[src/rtl/router_pkg.sv]
// Shared defaults and width helper for the router synchroniser slice.
package router_pkg;

  localparam int ROUTER_NUM_CH  = 3;
  localparam int ROUTER_TIMEOUT = 30;

  // Width that can hold the values 0..n-1, never narrower than one bit.
  function automatic int clog2w(input int n);
    return (n > 2) ? $clog2(n) : 1;
  endfunction

endpackage

[src/rtl/router_sync_timer.sv]
// Per-channel stall watchdog: flushes an output FIFO that is left unread for
// TIMEOUT consecutive cycles, and records the event in a sticky status bit.
module router_sync_timer #(
  parameter int TIMEOUT = 30,
  parameter int CNT_W   = 5
) (
  input  logic clock,
  input  logic reset,
  input  logic vld,
  input  logic read_enb,
  input  logic sts_clr,
  output logic soft_reset,
  output logic timeout_sts
);

  localparam logic [CNT_W-1:0] LAST = CNT_W'(TIMEOUT - 1);

  logic [CNT_W-1:0] cnt;
  logic             stall;
  logic             fire;

  assign stall = vld & ~read_enb;
  assign fire  = stall && (cnt == LAST);

  always_ff @(posedge clock) begin
    if (reset) begin
      cnt         <= '0;
      soft_reset  <= 1'b0;
      timeout_sts <= 1'b0;
    end else begin
      soft_reset  <= fire;
      // A new timeout beats a simultaneous clear so no event is ever lost.
      timeout_sts <= fire | (timeout_sts & ~sts_clr);
      if (!stall || fire) cnt <= '0;
      else                cnt <= cnt + CNT_W'(1);
    end
  end

endmodule

[src/rtl/router_sync_n.sv]
// Synchroniser between the router FSM and NUM_CH output FIFOs: address latch,
// write-enable decode, full-flag mux and per-channel stall watchdogs.
module router_sync_n
  import router_pkg::*;
#(
  parameter  int NUM_CH  = ROUTER_NUM_CH,
  parameter  int TIMEOUT = ROUTER_TIMEOUT,
  localparam int ADDR_W  = clog2w(NUM_CH),
  localparam int CNT_W   = clog2w(TIMEOUT)
) (
  input  logic              clock,
  input  logic              reset,
  input  logic              detect_add,
  input  logic [ADDR_W-1:0] data_in,
  input  logic              write_enb_reg,
  input  logic [NUM_CH-1:0] empty,
  input  logic [NUM_CH-1:0] full,
  input  logic [NUM_CH-1:0] read_enb,
  input  logic [NUM_CH-1:0] sts_clr,
  output logic [NUM_CH-1:0] write_enb,
  output logic              fifo_full,
  output logic [NUM_CH-1:0] vld_out,
  output logic [NUM_CH-1:0] soft_reset,
  output logic              addr_err,
  output logic [NUM_CH-1:0] timeout_sts
);

  // One extra bit so NUM_CH itself is representable when NUM_CH is 2**ADDR_W.
  localparam logic [ADDR_W:0] NUM_CH_V = (ADDR_W + 1)'(NUM_CH);

  logic [ADDR_W-1:0] addr_q;
  logic              addr_ok;
  logic              legal;
  logic [NUM_CH-1:0] sel;

  assign legal = ({1'b0, data_in} < NUM_CH_V);

  always_ff @(posedge clock) begin
    if (reset) begin
      addr_q   <= '0;
      addr_ok  <= 1'b0;
      addr_err <= 1'b0;
    end else begin
      addr_err <= detect_add & ~legal;
      if (detect_add) begin
        addr_q  <= data_in;
        addr_ok <= legal;
      end
    end
  end

  // An illegal address selects nothing: the packet is dropped and never stalls.
  always_comb begin
    sel = '0;
    for (int i = 0; i < NUM_CH; i++)
      sel[i] = addr_ok && (addr_q == ADDR_W'(i));
  end

  assign write_enb = write_enb_reg ? sel : '0;
  assign fifo_full = |(full & sel);
  assign vld_out   = ~empty;

  for (genvar g = 0; g < NUM_CH; g++) begin : g_ch
    router_sync_timer #(
      .TIMEOUT (TIMEOUT),
      .CNT_W   (CNT_W)
    ) u_timer (
      .clock       (clock),
      .reset       (reset),
      .vld         (vld_out[g]),
      .read_enb    (read_enb[g]),
      .sts_clr     (sts_clr[g]),
      .soft_reset  (soft_reset[g]),
      .timeout_sts (timeout_sts[g])
    );
  end

endmodule

[config.mk]
export PLATFORM = sky130hd
export DESIGN_NAME = router_sync_n
export DESIGN_NICKNAME = d
export VERILOG_FILES = /design/src/rtl/router_pkg.sv /design/src/rtl/router_sync_timer.sv /design/src/rtl/router_sync_n.sv
export SDC_FILE = /design/constraint.sdc
export NUM_CORES = 1
export LEC_CHECK = 0
export CAP_MARGIN = 30
export CORE_UTILIZATION = 52
export CTS_BUF_LIST = sky130_fd_sc_hd__clkbuf_8
export DETAILED_ROUTE_END_ITERATION = 16
export PLACE_DENSITY = 0.93
export SYNTH_ARGS = -nofsm -noshare
export SYNTH_HDL_FRONTEND = slang
export SYNTH_SLANG_ARGS = --single-unit
[constraint.sdc]
create_clock -name clock -period 1.85 [get_ports clock]
set_input_delay 0.2775 -clock clock [delete_from_list [all_inputs] [get_ports clock]]
set_output_delay 0.2775 -clock clock [all_outputs]
set_load 0.03 [all_outputs]
After elaboration in Yosys (flattened, before gate mapping). Cells that the tools add are included.

$add $sub $neg: 3. Magnitude comparators: 1. Eq/ne operators: 5. Muxes and demuxes: 1. Bitwise logic cells: 19. Reduce and logical (&&, ||, !) cells: 17.

Operators with widths (number): 5-bit by 1-bit adder with 5-bit output, second input constant (3); 5-bit == test, second input constant (3); 1-bit AND (7); 1-bit inverter (7); 1-bit logical AND (6); 2-bit OR reduction (3); 3-bit AND (1); 1-bit zero test (3); 1-bit logical OR (3); 3-bit 2-to-1 mux (1); 3-bit inverter (1); 1-bit OR (3); 3-bit OR reduction (1); 2-bit by 1-bit == test with 1-bit output, second input constant (1); 2-bit == test, second input constant (1); 2-bit zero test (1); 2-bit less-than comparator, second input constant (1).

Bits in registers: 25. Bits of input ports: 18. Output and inout bits: 14. Word-level logic and storage cells: 58.

Logic depth before layout (Yosys ltp).
Depth in word-level cells: 5. Gate-level depth with buffers: 5. Depth with buffers taken out: 5.

Modules after synthesis. A second synthesis with hierarchy kept.

Cell total of the unflattened synthesis: 102. Area total of the unflattened synthesis: 1019.7 um^2.

By module, submodules not included: router_sync_timer (times used 3, cells an instance 26, area each 272.8 um^2, seq. area each 140.1 um^2); router_sync_n (times used 1, cells an instance 24, area each 201.4 um^2, seq. area each 80.1 um^2).

Least setup slack after synthesis. OpenSTA, ideal clock, no wires.

Path kind: reg-to-output. Start point: register addr_ok. End point: output write_enb[1]. Data arrival time: 1.145 ns. Data required time: 1.572 ns. Path slack: 0.427 ns. Cell stages (with the launch flop): 3. Buffers on the path: 0. Cells stage by stage: dfxtp_1 -> nand2_1 -> nor3b_1.

Word-level cells in the longest chain between the ends: 2.

Ends and longest elaborated chain: start: declaration (RTL line router_sync_n.sv:32) `logic addr_ok;`; start signal: assignment (RTL line router_sync_n.sv:47) `addr_ok <= legal;`; 1-bit logical AND (RTL line router_sync_n.sv:56) `sel[i] = addr_ok && (addr_q == ADDR_W'(i));`; 3-bit 2-to-1 mux (RTL line router_sync_n.sv:59) `assign write_enb = write_enb_reg ? sel : '0;`; end: declaration (RTL line router_sync_n.sv:20) `output logic [NUM_CH-1:0] write_enb,`.

Every way passes these cells.

Worst setup path in the final report.
Start point: input empty[1]. End point: output vld_out[1].

Word-level cells in the longest chain between the ends: 1.

Ends and longest elaborated chain: start: declaration (RTL line router_sync_n.sv:16) `input logic [NUM_CH-1:0] empty,`; 3-bit inverter (RTL line router_sync_n.sv:61) `assign vld_out = ~empty;`; end: declaration (RTL line router_sync_n.sv:22) `output logic [NUM_CH-1:0] vld_out,`.

Every way passes these cells.

==> flow_metrics.tcl <==
set metrics [dict create \
    outcome "finished, final reports clean" \
    worstPathMaxFanout 2 \
    critical-path-top-delay-family "buffers and inverters" \
    chipHeight_um 48.0 \
    clock_latency_ps 260 \
    post_cts_resized 0 \
    skew_final_ps 1.49 \
    dr.pass1.iters 3 \
    worstMarginPinSlew_ps 332 \
    cpMaxStageDelayCell "clkdlybuf4s50_1" \
    drv_slew 0 \
    initial_core_util_pct 55.4 \
    design.die.area_um2 2300 \
    num-nets-final 164 \
    largest_net_degree_at_the_start_of_global_routing 14 \
    yosys_warnings 0 \
    period_needed_ps 1800 \
    netlist-cell-type-count 24 \
    grt_use_total_pct 18.6 \
    maxSlewHeadroom_pct 77.8 \
    synthesis.nets 135 \
    antenna_violations_before_repair 0 \
    postCtsSetupRepairBufs 0 \
    setup.worst_path.start_class "primary input" \
    timing.critical_path.cells "clkdlybuf4s50_1, inv_1, clkdlybuf4s50_1" \
    rows 16 \
    dp.final_hpwl_um 1570 \
    setup_total_negative_slack_ps 0 \
    gpl.final_weighted_congestion 0.654 \
    power_leakage_nw 0.548 \
    period_utilization_post_route_pct 97.3 \
    htree_num_levels 1 \
    final_common_cell "clkdlybuf4s50_1" \
    maxClockFrequency_mhz 555 \
    cts_hold_repair.buffers 0 \
    critPathBufInv 3 \
    max-clock-path-buffers 2 \
    unrepaired_setup_endpoints_after_global_routing "false" \
    finalHoldViolCount 0 \
    wirelength_um 1920 \
    first_pass_grt_wire_length_um 2880 \
    path_class "primary input to primary output" \
    route.detailed.drc 0 \
    setup_violations 0 \
    clock_transition_at_the_registers_of_the_reported_paths_ps 80 \
    cp_common_cell "clkdlybuf4s50_1" \
    post_detailed_route_via_to_cell_ratio 4.90 \
    ir_worst_vdd_mv 0.963 \
    grt_pass1_vias 730 \
    io-pin-count 32 \
    cts-root-buf "clkbuf_8" \
    timing.critical_path.to_type "primary output" \
    post_route_cells_drive_above_1_share_pct 11.5 \
    tritoncts.num_buffers 3 \
    design_power_total_w 0.000966 \
    layout-area-overhead-vs-synth_pct 29.4 \
    drtAntennaViolNets 0 \
    power.density_nw_per_um2 679 \
    cpPeakStageDelay_ps 690 \
    synth-seq-area-share_pct 45.6 \
    vias 814 \
    die_width_um 48.0 \
    synthCells 111 \
    antennaDiodeCount 0 \
    worstHoldPathType "flip-flop to flip-flop" \
    coreArea_um2 1980 \
    post_synth.cell_area_avg_um2 9.90 \
    cap_violations 0 \
    most_frequent_cells_in_the_layout "clkdlybuf4s50_1, dfxtp_1, nor2_1" \
    port_buffers 31 \
    worstPathRequired_ps 1570 \
    detail_route.wl_per_cell_um 11.6 \
    synth.ff_latch_count 25 \
    arrival_ps 1520 \
    clock_sink_count 25 \
    synthesis.area_um2 1100 \
    starting_drc_count_in_detailed_routing 8 \
    globalRouteOverflowTotal 0 \
    tritoncts "done" \
]
-- cells by family (layout without fill, tap and decap cells) --
logic type               count (synthesis)  in the layout  synth area share, %
AO/OA/AOI/OAI                            3              3                 1.71
XOR/XNOR                                 9              9                 7.18
AND/OR/NAND/NOR                         50             50                 27.7
adder cells (fa/ha/maj)                  6              6                 6.83
flip-flops                              25             25                 45.6
buffers and inverters                   16             44                 9.22
multiplexers                             2              2                 1.82
-- metal layers --
| layer | vias up | share of wire, % | track usage (%) |
|---|---|---|---|
| met2 | 28 | 56 | 37.6 |
| met3 | 6 | 5.0 | 8.30 |
| met5 | - | 0 | 0 |
| met4 | 0 | 2.5 | 4.44 |
| met1 | 368 | 37 | 16.3 |
| li1 | 412 | - | - |
-- synth_stat cells, drive strengths merged --
library cell,instances,share of area (%)
a21oi,1,0.46
ha,6,6.8
nor2,17,5.8
nor2b,3,3.8
nand2b,1,0.57
nand3b,1,0.68
a311oi,1,0.80
or2,3,1.7
nor3b,6,4.1
nand2,5,1.7
o21ai,1,0.46
buf,10,7.2
mux2i,2,1.8
xor2,6,4.8
dfxtp,25,46
xnor2,3,2.4
inv,6,2.0
nor3,4,4.3
and2,1,0.57
nand4,3,1.7
nand3,6,2.7
-- where the power goes --
part           total [W]  internal (W)  switching (W)
logic           0.000109     0.0000615      0.0000478
clock network   0.000302      0.000148       0.000154
registers       0.000554      0.000546     0.00000845
total           0.000966      0.000755       0.000210
-- state kept, by name, indices dropped and copies added, names as in the netlist --
signal and flops:
g_ch.u_timer.cnt 15, g_ch.u_timer.soft_reset 3, g_ch.u_timer.timeout_sts 3, addr_q 2, addr_err 1, addr_ok 1
-- final cells by class --
class,count,area [µm²]
multi-input cells,70,497
repair buffers,34,323
inverters,6,22.5
clock buffers,3,41.3
clock inverters,1,3.75
fillers,143,561
well taps,27,33.8
flip-flops and latches,25,500
-- worst paths after layout --
kind / start / to / slack (ps) / depth (start not counted)
hold reg to reg: g_ch[0].u_timer.cnt[0] / g_ch[0].u_timer.cnt[0] / 480 / 1
setup reg to reg: g_ch[1].u_timer.cnt[0] / g_ch[1].u_timer.cnt[3] / 740 / 4
setup / recovery: empty[1] / vld_out[1] / 50 / 3
hold / removal: g_ch[0].u_timer.cnt[0] / g_ch[0].u_timer.cnt[0] / 480 / 1
-- worst register-to-register path: stages, from the launching register on --
cell and delay [ps]:
dfxtp_1 400, ha_1 170, nand4_1 150, nand2_1 220, nor2_1 70
-- through the flow --
stage / worst slack [ps] / instance area, µm² / util, % / cells / hold slack (ps)
2_1_floorplan: 427 / 1100 / - / 111 / 385
3_3_place_gp: 112 / 1380 / 69.4 / 162 / 444
3_5_place_dp: 58.2 / 1380 / 69.4 / 162 / 462
4_1_cts: 57.0 / 1420 / 71.7 / 166 / 481
5_1_grt: 3.53 / 1420 / 71.7 / 166 / 504
6_report: 49.2 / 1420 / 71.7 / 166 / 476
Note: power is estimated with default switching activity, not from simulation.
